## config.mk

```make
export PLATFORM = sky130hd
export DESIGN_NAME = router_out_reader
export DESIGN_NICKNAME = d
export VERILOG_FILES = /design/src/rtl/router_pkg.sv /design/src/rtl/router_parity_acc.sv /design/src/rtl/router_out_reader.sv
export SDC_FILE = /design/constraint.sdc
export NUM_CORES = 1
export LEC_CHECK = 0
export ABC_AREA = 1
export CAP_MARGIN = 20
export CORE_ASPECT_RATIO = 0.7
export CORE_MARGIN = 10
export CORE_UTILIZATION = 49
export CTS_CLUSTER_SIZE = 16
export DETAILED_ROUTE_END_ITERATION = 10
export GPL_ROUTABILITY_DRIVEN = 0
export PLACE_DENSITY = 0.77
export SETUP_SLACK_MARGIN = 0.5
export SLEW_MARGIN = 20
export SYNTH_ARGS = -nofsm -noshare
export SYNTH_HDL_FRONTEND = slang
export SYNTH_SLANG_ARGS = --single-unit
```

## constraint.sdc

```tcl
create_clock -name clock -period 1.37 [get_ports clock]
set_input_delay 0.274 -clock clock [delete_from_list [all_inputs] [get_ports clock]]
set_output_delay 0.274 -clock clock [all_outputs]
set_load 0.01 [all_outputs]
```

## src/rtl/router_pkg.sv

```systemverilog
// Shared router definitions: header layout, reader FSM states and router timing constants.
package router_pkg;

  localparam int unsigned DATA_W_DEF     = 8;
  localparam int unsigned HDR_ADDR_LSB   = 0;
  localparam int unsigned HDR_ADDR_MSB   = 1;
  localparam int unsigned HDR_LEN_LSB    = 2;
  localparam int unsigned HDR_LEN_MSB    = DATA_W_DEF - 1;

  // Router soft-resets a port whose non-empty FIFO goes unread for this many cycles.
  localparam int unsigned ROUTER_TIMEOUT = 29;
  localparam int unsigned DLY_W          = $clog2(ROUTER_TIMEOUT);

  typedef enum logic [2:0] {
    IDLE,
    DELAY,
    RD_HDR,
    HDR_CAP,
    RD_BODY,
    DRAIN,
    DONE
  } rd_state_t;

endpackage

```

## src/rtl/router_parity_acc.sv

```systemverilog
// Byte-wide XOR parity accumulator: clear, load with header, fold in payload, compare against parity byte.
module router_parity_acc #(
  parameter int unsigned DATA_W = 8
) (
  input  logic              clk_i,
  input  logic              rst_i,
  input  logic              clr_i,
  input  logic              load_i,
  input  logic              acc_i,
  input  logic [DATA_W-1:0] din_i,
  output logic              match_o
);

  logic [DATA_W-1:0] acc_q;

  always_ff @(posedge clk_i) begin
    if (rst_i || clr_i) begin
      acc_q <= '0;
    end else if (load_i) begin
      acc_q <= din_i;
    end else if (acc_i) begin
      acc_q <= acc_q ^ din_i;
    end
  end

  assign match_o = (acc_q == din_i);

endmodule

```

## src/rtl/router_out_reader.sv

```systemverilog
// Destination-side reader for one router output port: drains the FIFO, parses header/payload/parity,
// presents payload bytes downstream and counts completed, erroneous and aborted packets.
module router_out_reader
  import router_pkg::*;
#(
  parameter int unsigned DATA_W      = DATA_W_DEF,
  parameter int unsigned START_DELAY = 0,
  parameter int unsigned CNT_W       = 16
) (
  input  logic              clock,
  input  logic              reset,
  input  logic              vld_out,
  input  logic [DATA_W-1:0] data_out,
  input  logic              soft_reset,
  input  logic              rx_ready,
  output logic              read_enb,
  output logic [DATA_W-1:0] pkt_data,
  output logic              pkt_data_valid,
  output logic              pkt_sop,
  output logic              pkt_eop,
  output logic [1:0]        pkt_addr,
  output logic [DATA_W-3:0] pkt_len,
  output logic              pkt_done,
  output logic              parity_err,
  output logic [CNT_W-1:0]  pkt_count,
  output logic [CNT_W-1:0]  err_count,
  output logic [CNT_W-1:0]  abort_count
);

  localparam int unsigned LEN_W = DATA_W - 2;
  localparam int unsigned REM_W = DATA_W - 1;

  rd_state_t         state_q;
  logic [DLY_W-1:0]  dly_q;
  logic [REM_W-1:0]  rd_rem_q;
  logic [REM_W-1:0]  cap_rem_q;
  logic              rd_q;
  logic              first_q;
  logic              err_pend_q;

  logic [DATA_W-1:0] pkt_data_q;
  logic              pkt_data_valid_q;
  logic              pkt_sop_q;
  logic              pkt_eop_q;
  logic [1:0]        pkt_addr_q;
  logic [LEN_W-1:0]  pkt_len_q;
  logic              pkt_done_q;
  logic              parity_err_q;
  logic [CNT_W-1:0]  pkt_count_q;
  logic [CNT_W-1:0]  err_count_q;
  logic [CNT_W-1:0]  abort_count_q;

  logic [LEN_W-1:0]  hdr_len;
  logic [1:0]        hdr_addr;
  logic              body_rd;
  logic              cap;
  logic              cap_parity;
  logic              cap_payload;
  logic              hdr_cap;
  logic              acc_clr;
  logic              par_match;

  always_comb begin
    read_enb = 1'b0;
    case (state_q)
      RD_HDR:  read_enb = vld_out;
      RD_BODY: read_enb = vld_out & rx_ready;
      default: read_enb = 1'b0;
    endcase
  end

  assign hdr_len  = data_out[DATA_W-1:HDR_LEN_LSB];
  assign hdr_addr = data_out[HDR_ADDR_MSB:HDR_ADDR_LSB];

  // rd_q marks that the FIFO byte on data_out this cycle belongs to a body read issued last cycle.
  assign body_rd     = (state_q == RD_BODY) && read_enb && !soft_reset;
  assign cap         = rd_q && !soft_reset;
  assign cap_parity  = cap && (cap_rem_q == REM_W'(1));
  assign cap_payload = cap && (cap_rem_q != REM_W'(1));
  assign hdr_cap     = (state_q == HDR_CAP) && !soft_reset;
  assign acc_clr     = soft_reset || (state_q == IDLE);

  router_parity_acc #(
    .DATA_W(DATA_W)
  ) u_parity (
    .clk_i  (clock),
    .rst_i  (reset),
    .clr_i  (acc_clr),
    .load_i (hdr_cap),
    .acc_i  (cap_payload),
    .din_i  (data_out),
    .match_o(par_match)
  );

  always_ff @(posedge clock) begin
    if (reset) begin
      state_q          <= IDLE;
      dly_q            <= '0;
      rd_rem_q         <= '0;
      cap_rem_q        <= '0;
      rd_q             <= 1'b0;
      first_q          <= 1'b0;
      err_pend_q       <= 1'b0;
      pkt_data_q       <= '0;
      pkt_data_valid_q <= 1'b0;
      pkt_sop_q        <= 1'b0;
      pkt_eop_q        <= 1'b0;
      pkt_addr_q       <= '0;
      pkt_len_q        <= '0;
      pkt_done_q       <= 1'b0;
      parity_err_q     <= 1'b0;
      pkt_count_q      <= '0;
      err_count_q      <= '0;
      abort_count_q    <= '0;
    end else begin
      pkt_data_valid_q <= 1'b0;
      pkt_sop_q        <= 1'b0;
      pkt_eop_q        <= 1'b0;
      pkt_done_q       <= 1'b0;
      parity_err_q     <= 1'b0;
      rd_q             <= body_rd;

      if (soft_reset) begin
        // Abort wins over any capture or completion landing on the same edge.
        state_q <= IDLE;
        if (state_q != IDLE) begin
          abort_count_q <= abort_count_q + CNT_W'(1);
        end
      end else begin
        if (cap_payload) begin
          pkt_data_q       <= data_out;
          pkt_data_valid_q <= 1'b1;
          pkt_sop_q        <= first_q;
          pkt_eop_q        <= (cap_rem_q == REM_W'(2));
          first_q          <= 1'b0;
          cap_rem_q        <= cap_rem_q - REM_W'(1);
        end
        if (cap_parity) begin
          err_pend_q <= !par_match;
          cap_rem_q  <= '0;
        end

        case (state_q)
          IDLE: begin
            if (vld_out) begin
              dly_q   <= '0;
              state_q <= (START_DELAY == 0) ? RD_HDR : DELAY;
            end
          end
          DELAY: begin
            if (dly_q == DLY_W'(START_DELAY - 1)) begin
              state_q <= RD_HDR;
            end else begin
              dly_q <= dly_q + DLY_W'(1);
            end
          end
          RD_HDR: begin
            if (vld_out) begin
              state_q <= HDR_CAP;
            end
          end
          HDR_CAP: begin
            pkt_addr_q <= hdr_addr;
            pkt_len_q  <= hdr_len;
            rd_rem_q   <= {1'b0, hdr_len} + REM_W'(1);
            cap_rem_q  <= {1'b0, hdr_len} + REM_W'(1);
            first_q    <= 1'b1;
            state_q    <= RD_BODY;
          end
          RD_BODY: begin
            if (read_enb) begin
              rd_rem_q <= rd_rem_q - REM_W'(1);
              if (rd_rem_q == REM_W'(1)) begin
                state_q <= DRAIN;
              end
            end
          end
          DRAIN: begin
            if (cap_parity) begin
              state_q <= DONE;
            end
          end
          DONE: begin
            pkt_done_q   <= 1'b1;
            parity_err_q <= err_pend_q;
            pkt_count_q  <= pkt_count_q + CNT_W'(1);
            if (err_pend_q) begin
              err_count_q <= err_count_q + CNT_W'(1);
            end
            state_q <= IDLE;
          end
          default: state_q <= IDLE;
        endcase
      end
    end
  end

  assign pkt_data       = pkt_data_q;
  assign pkt_data_valid = pkt_data_valid_q;
  assign pkt_sop        = pkt_sop_q;
  assign pkt_eop        = pkt_eop_q;
  assign pkt_addr       = pkt_addr_q;
  assign pkt_len        = pkt_len_q;
  assign pkt_done       = pkt_done_q;
  assign parity_err     = parity_err_q;
  assign pkt_count      = pkt_count_q;
  assign err_count      = err_count_q;
  assign abort_count    = abort_count_q;

endmodule

```

Yosys cells after proc, flatten, opt, wreduce, memory -nomap -nowiden
Cells that the tools add are included.

Register bits: 102. Output and inout bits: 70. Word-level logic and storage cells: 103.

Add/subtract/negate cells: 7. Equality and inequality tests: 19. Multiplexer cells: 22. Bitwise logic cells: 5. Reduce and logical (&&, ||, !) cells: 31.

Operators with widths (number): $add 16x1->16 const B (3); $mux 7 (4); $mux 3 (6); $pmux 3 s6 (1); $mux 8 (2); $eq 7x1->1 const B (2); $pmux 7 s2 (1); $reduce_and 2->1 (7); $sub 7x1->7 const B (2); $ne 2x2->1 const B (6); $mux 5 (2); $pmux 5 s2 (1); $eq 3x3->1 const B (3); $eq 8x8->1 (1); $reduce_bool 2->1 (4); $xor 8x8->8 (1); $add 6x1->7 const B (1); $eq 7x2->1 const B (1); $ne 7x1->1 const B (1); $eq 3x2->1 const B (2); $logic_and 1x1->1 (6); $reduce_and 3->1 (2); $reduce_and 6->1 (1); $reduce_bool 3->1 (2); 14 further kinds (22).

Longest topological paths before layout
Word-level depth: 6. Mapped depth: 11. Gate-level depth less buffers: 11.

Modules after synthesis
Synthesis repeated with hierarchy kept, for this count alone.

Cells, all modules: 784. Area, all modules: 5281.3 um2.

Modules (own cells, without submodules): router_out_reader (times used 1, cells each 685, area each 4718.3 um2, seq. area each 1881.8 um2); router_parity_acc (times used 1, cells each 99, area each 563.0 um2, seq. area each 160.2 um2).

Worst setup path before layout
No wires, ideal clock.

Path kind: reg-to-reg. Start point: register state_q[1]. End point: register err_count_q[15], in the netlist err_count[15]. Setup time: 116 ps. Arrival time: 1307 ps. Data required time: 1254 ps. Path slack: -53 ps. Stages on the path, launching flop included: 8. Buffers on the path: 0. Cell sequence: dfxtp_1 > nand2_4 > nor2_8 > nand3_4 > nor2_4 > nand3_1 > o21ai_0 > nor2_1.

Longest elaborated chain between the ends: 2.

RTL lines: from (decl) (RTL line router_out_reader.sv:33) `rd_state_t state_q;`; from (signal assigned) (RTL line router_out_reader.sv:147) `state_q <= (START_DELAY == 0) ? RD_HDR : DELAY;`; $eq 3x3->1 (RTL line router_out_reader.sv:143) `case (state_q)`; $reduce_and 3->1 (no source line); to (signal assigned) (RTL line router_out_reader.sv:188) `err_count_q <= err_count_q + CNT_W'(1);`; to (decl) (RTL line router_out_reader.sv:50) `logic [CNT_W-1:0] err_count_q;`.

Every way passes these cells. A chain may end at the register's enable or synchronous reset.

Final worst setup path
Start point: register state_q[1]. End point: register dly_q[3].

Longest elaborated chain between the ends: 3. Elaborated cells between the ends (all ways): 7. Classes of those cells: eq/ne (3); mux (1); reduce/logical (3).

RTL lines: $eq 3x1->1 / $logic_not 3->1 (equally long branches) (RTL line router_out_reader.sv:143); $ne 2x2->1 (no source line) / $reduce_bool 2->1 (equally long branches); $reduce_and 4->1 (no source line); to (signal assigned) (RTL line router_out_reader.sv:154) `dly_q <= dly_q + DLY_W'(1);`; to (decl) (RTL line router_out_reader.sv:34) `logic [DLY_W-1:0] dly_q;`.

Several ways; a longest one is shown, not always the timed one.

==> flow_metrics.py <==
metrics = {
    "run_status": {
        "status": "complete, but fails checks",
        "violations": "setup timing",
    },
    "synth": {
        "syn_area_sq_mm": 0.00512,
        "netlist_instances": 731,
        "async_flop_share_pct": 0,
        "avgSynthCellArea_sq_um": 7.01,
        "yosys_most_used_dff": "dfxtp_1",
        "synthTopCellsByCount": "nand2_1 (141), nor2_1 (115), dfxtp_1 (102)",
        "synth_top_area_share_pct": 39.9,
        "synth_edf_count": 0,
        "yosysSeqAreaShare_pct": 39.9,
        "yosysTopAreaCell": "dfxtp_1",
        "synth_nets": 755,
        "synthMostInstantiatedCell": "nand2_1",
        "yosysUniqueCellTypes": 40,
        "ys_warn_count": 0,
        "ys_ff_latch": 102,
        "synth_area_leaders": "dfxtp_1 (40%), nand2_1 (10%), nor2_1 (8.4%)",
    },
    "setup_path": {
        "startpoint": "state_q[1]",
        "worstPathCellList": "inv_2, buf_6, nand2_1, nor2_2, inv_1, buf_4, nor2_1, o21ai_1, a21oi_2",
        "crit_fanout": 5,
        "critPathRequiredTime_ns": 1.63,
        "slowest_stage": "dfxtp_4",
        "critPathArrivalTime_ns": 2.01,
        "endpoint_kind": "flop",
        "crit_type": "reg2reg",
        "cpPeakStageDelay_ns": 0.36,
        "reg2reg_from": "state_q[1]",
        "reg2reg_slack_ns": -0.38,
        "rr_worst_depth": 9,
        "reg2reg_to": "dly_q[3]",
        "crit_path_start_kind": "flop",
    },
    "detailed_routing": {
        "vias": 6864,
        "drtIter0Drc": 831,
        "viasPerCell": 6.22,
        "drt-pass1-iter-count": 5,
        "postRouteAntennaNets": 0,
        "drc": 0,
        "routed_wl_um": 25500,
        "routedWlPerCell_um": 23.1,
    },
    "clock_tree": {
        "cts_made_buffers": 9,
        "clock_sinks": 102,
        "cts_tree": "done",
        "clk_pin_slew_worst_paths_ns": 0.08,
        "cts_root_buffer": "clkbuf_16",
        "cts-htree-levels": 3,
        "insertion_delay_ns": 0.37,
        "cts_hold_buf": 0,
        "cts_buffer_depth": 2,
    },
    "place": {
        "placed_area_sq_mm": 0.00705,
        "place_inst": 1014,
        "io_buffer_count": 82,
        "hpwl_um": 11000,
    },
    "global_route": {
        "grt_pass1_wl_um": 30900,
        "grt_util_met1_pct": 27.6,
        "antenna_found_initial": 0,
        "met2_usage_pct": 44.4,
        "met3_usage_pct": 6.28,
        "grt_max_degree": 48,
        "top_usage_layer": "met2",
        "grt-ovfl-total": 0,
        "grt_pass1_vias": 6207,
        "grt_usage_pct": 24.7,
    },
    "timing": {
        "finalClockSkew_ns": 0.0133,
        "final-setup-viol-count": 93,
        "maxSlewHeadroom_pct": 69.8,
        "tightest_slew_ns": 0.452,
        "finalWorstSetupSlack_ns": -0.379,
        "rsz0062_at_grt": "true",
        "drv_slew": 0,
        "fin_crit_ns": 1.75,
        "max_freq_ghz": 0.572,
        "final.setup.tns_ns": -14.18,
        "hold_violations": 0,
        "finalCritPeriodShare_pct": 128,
    },
    "die": {
        "die-width_um": 142,
        "rows": 31,
        "pin_count": 83,
        "die-area_sq_mm": 0.0150,
        "start_util_pct": 49.8,
        "core-area_sq_mm": 0.0103,
        "die_h_um": 106,
    },
    "cells_and_area": {
        "postLayoutCellArea_sq_mm": 0.00926,
        "seq_area_sq_mm": 0.00220,
        "instances_no_fill": 1104,
        "finalNetCount": 991,
        "layout-drive-gt1-share_pct": 56.6,
        "multi_input_area_sq_mm": 0.00371,
        "antenna_cells": 0,
        "fin_util_pct": 90.1,
        "synthToLayoutAreaGrowth_pct": 80.7,
        "fillers": 370,
    },
    "worst_hold_path": {
        "hp-class": "reg2reg",
        "hold_start": "pkt_len[4]",
        "hold-path-cell-count": 2,
        "hold_end": "pkt_len[4]",
    },
    "pwr": {
        "seq_power_share_pct": 43.9,
        "p_sw_mw": 1.69,
        "intPower_mw": 5.01,
        "combPwrFrac_pct": 10.7,
        "p_leak_nw": 3.90,
        "switching_share_pct": 25.2,
        "powerDensity_mw_per_mm2": 724,
        "fin_total_pwr_mw": 6.70,
        "ir_drop_uv": 697,
        "clockPowerShare_pct": 45.3,
    },
    "flow_run": {
        "cap_viol_max_count": 0,
    },
}
==> how the worst max path moves through the flow <==
stage,slack [ns],cells after the start,end
6_report,-0.38,9,dly_q[3]
5_1_grt,-0.39,7,dly_q[3]
4_1_cts,-0.14,9,dly_q[4]
3_5_place_dp,-0.47,10,cap_rem_q[5]
3_3_place_gp,-0.44,8,rd_rem_q[4]
2_1_floorplan,0.03,9,state_q[0]
==> area by class of cell <==
cell class / count / share of cell area [%]
multi-input cells: 517 / 40.1
clock inverters: 6 / 1.16
flip-flops and latches: 102 / 23.8
well taps: 132 / 1.78
inverters: 97 / 4.80
repair buffers: 237 / 25.5
repair inverters: 3 / 0.392
clock buffers: 10 / 2.47
==> power by group through the flow <==
stage / Sequential, mW / Clock [mW] / Combinational [mW]
after floorplan: 3.05 / 0 / 0.263
after detailed placement: 3.05 / 0 / 0.487
after global routing: 2.94 / 3.14 / 0.748
after global placement: 3.05 / 0 / 0.475
after CTS: 2.96 / 2.95 / 0.582
final: 2.94 / 3.04 / 0.720
==> critical path: cells and delay by family, from the launching register on <==
kind | cells | cell delay, ns
AO/OA/AOI/OAI | 2 | 0.42
AND/OR/NAND/NOR | 3 | 0.40
buffers and inverters | 4 | 0.47
flip-flops | 1 | 0.36
==> routing by layer <==
layer  vias up  part of all wire, %
met3       204                   12
li1       2819                    -
met4         0                  7.5
met5         -                    0
met2       634                   47
met1      3207                   34
==> registers in the layout, indices dropped and copies added, names as in the netlist, 2 cells and up <==
signal          count
pkt_len             6
abort_count        16
u_parity.acc_q      8
pkt_addr            2
pkt_data            8
dly_q               5
err_count          16
pkt_count          16
rd_rem_q            7
cap_rem_q           7
state_q             3
==> metrics by stage <==
step / setup slack (ns) / hold WS, ns
5_1_grt: -0.393 / 0.494
3_3_place_gp: -0.435 / 0.447
6_report: -0.379 / 0.485
3_5_place_dp: -0.471 / 0.454
2_1_floorplan: 0.0294 / 0.424
4_1_cts: -0.144 / 0.456
==> kinds of logic (layout without fill, tap and decap cells) <==
family,after synthesis,in the layout,synth area share (%)
and+or+nand+nor,344,345,30.4
AOI/OAI and AO/OA,133,133,13.5
buffers and inverters,113,353,8.84
DFF,102,102,39.9
xor gates and xnor gates,28,28,4.79
adders and majority gates,11,11,2.69
==> what timing repair did <==
item | CTS | global route
cloned | 2 | 2
setup endpoints to repair | 172 | 172
gates resized for setup | 575 | 137
pin swaps | 66 | 59
buffers inserted | 39 | 31
==> layout by cell type (no fill, tap or decap), types with 16 or more instances in the layout <==
cell	n
dfxtp_1	27
nor2_1	73
o21ai_2	21
nand2_1	93
nor2_2	19
buf_4	95
dfxtp_2	48
a21oi_1	38
dfxtp_4	27
nor2_4	30
nand3_1	18
inv_1	79
a21oi_2	35
nand2_2	32
nand2_4	16
o21ai_1	21
buf_6	117
No activity file was read; power rests on OpenSTA's default activity.
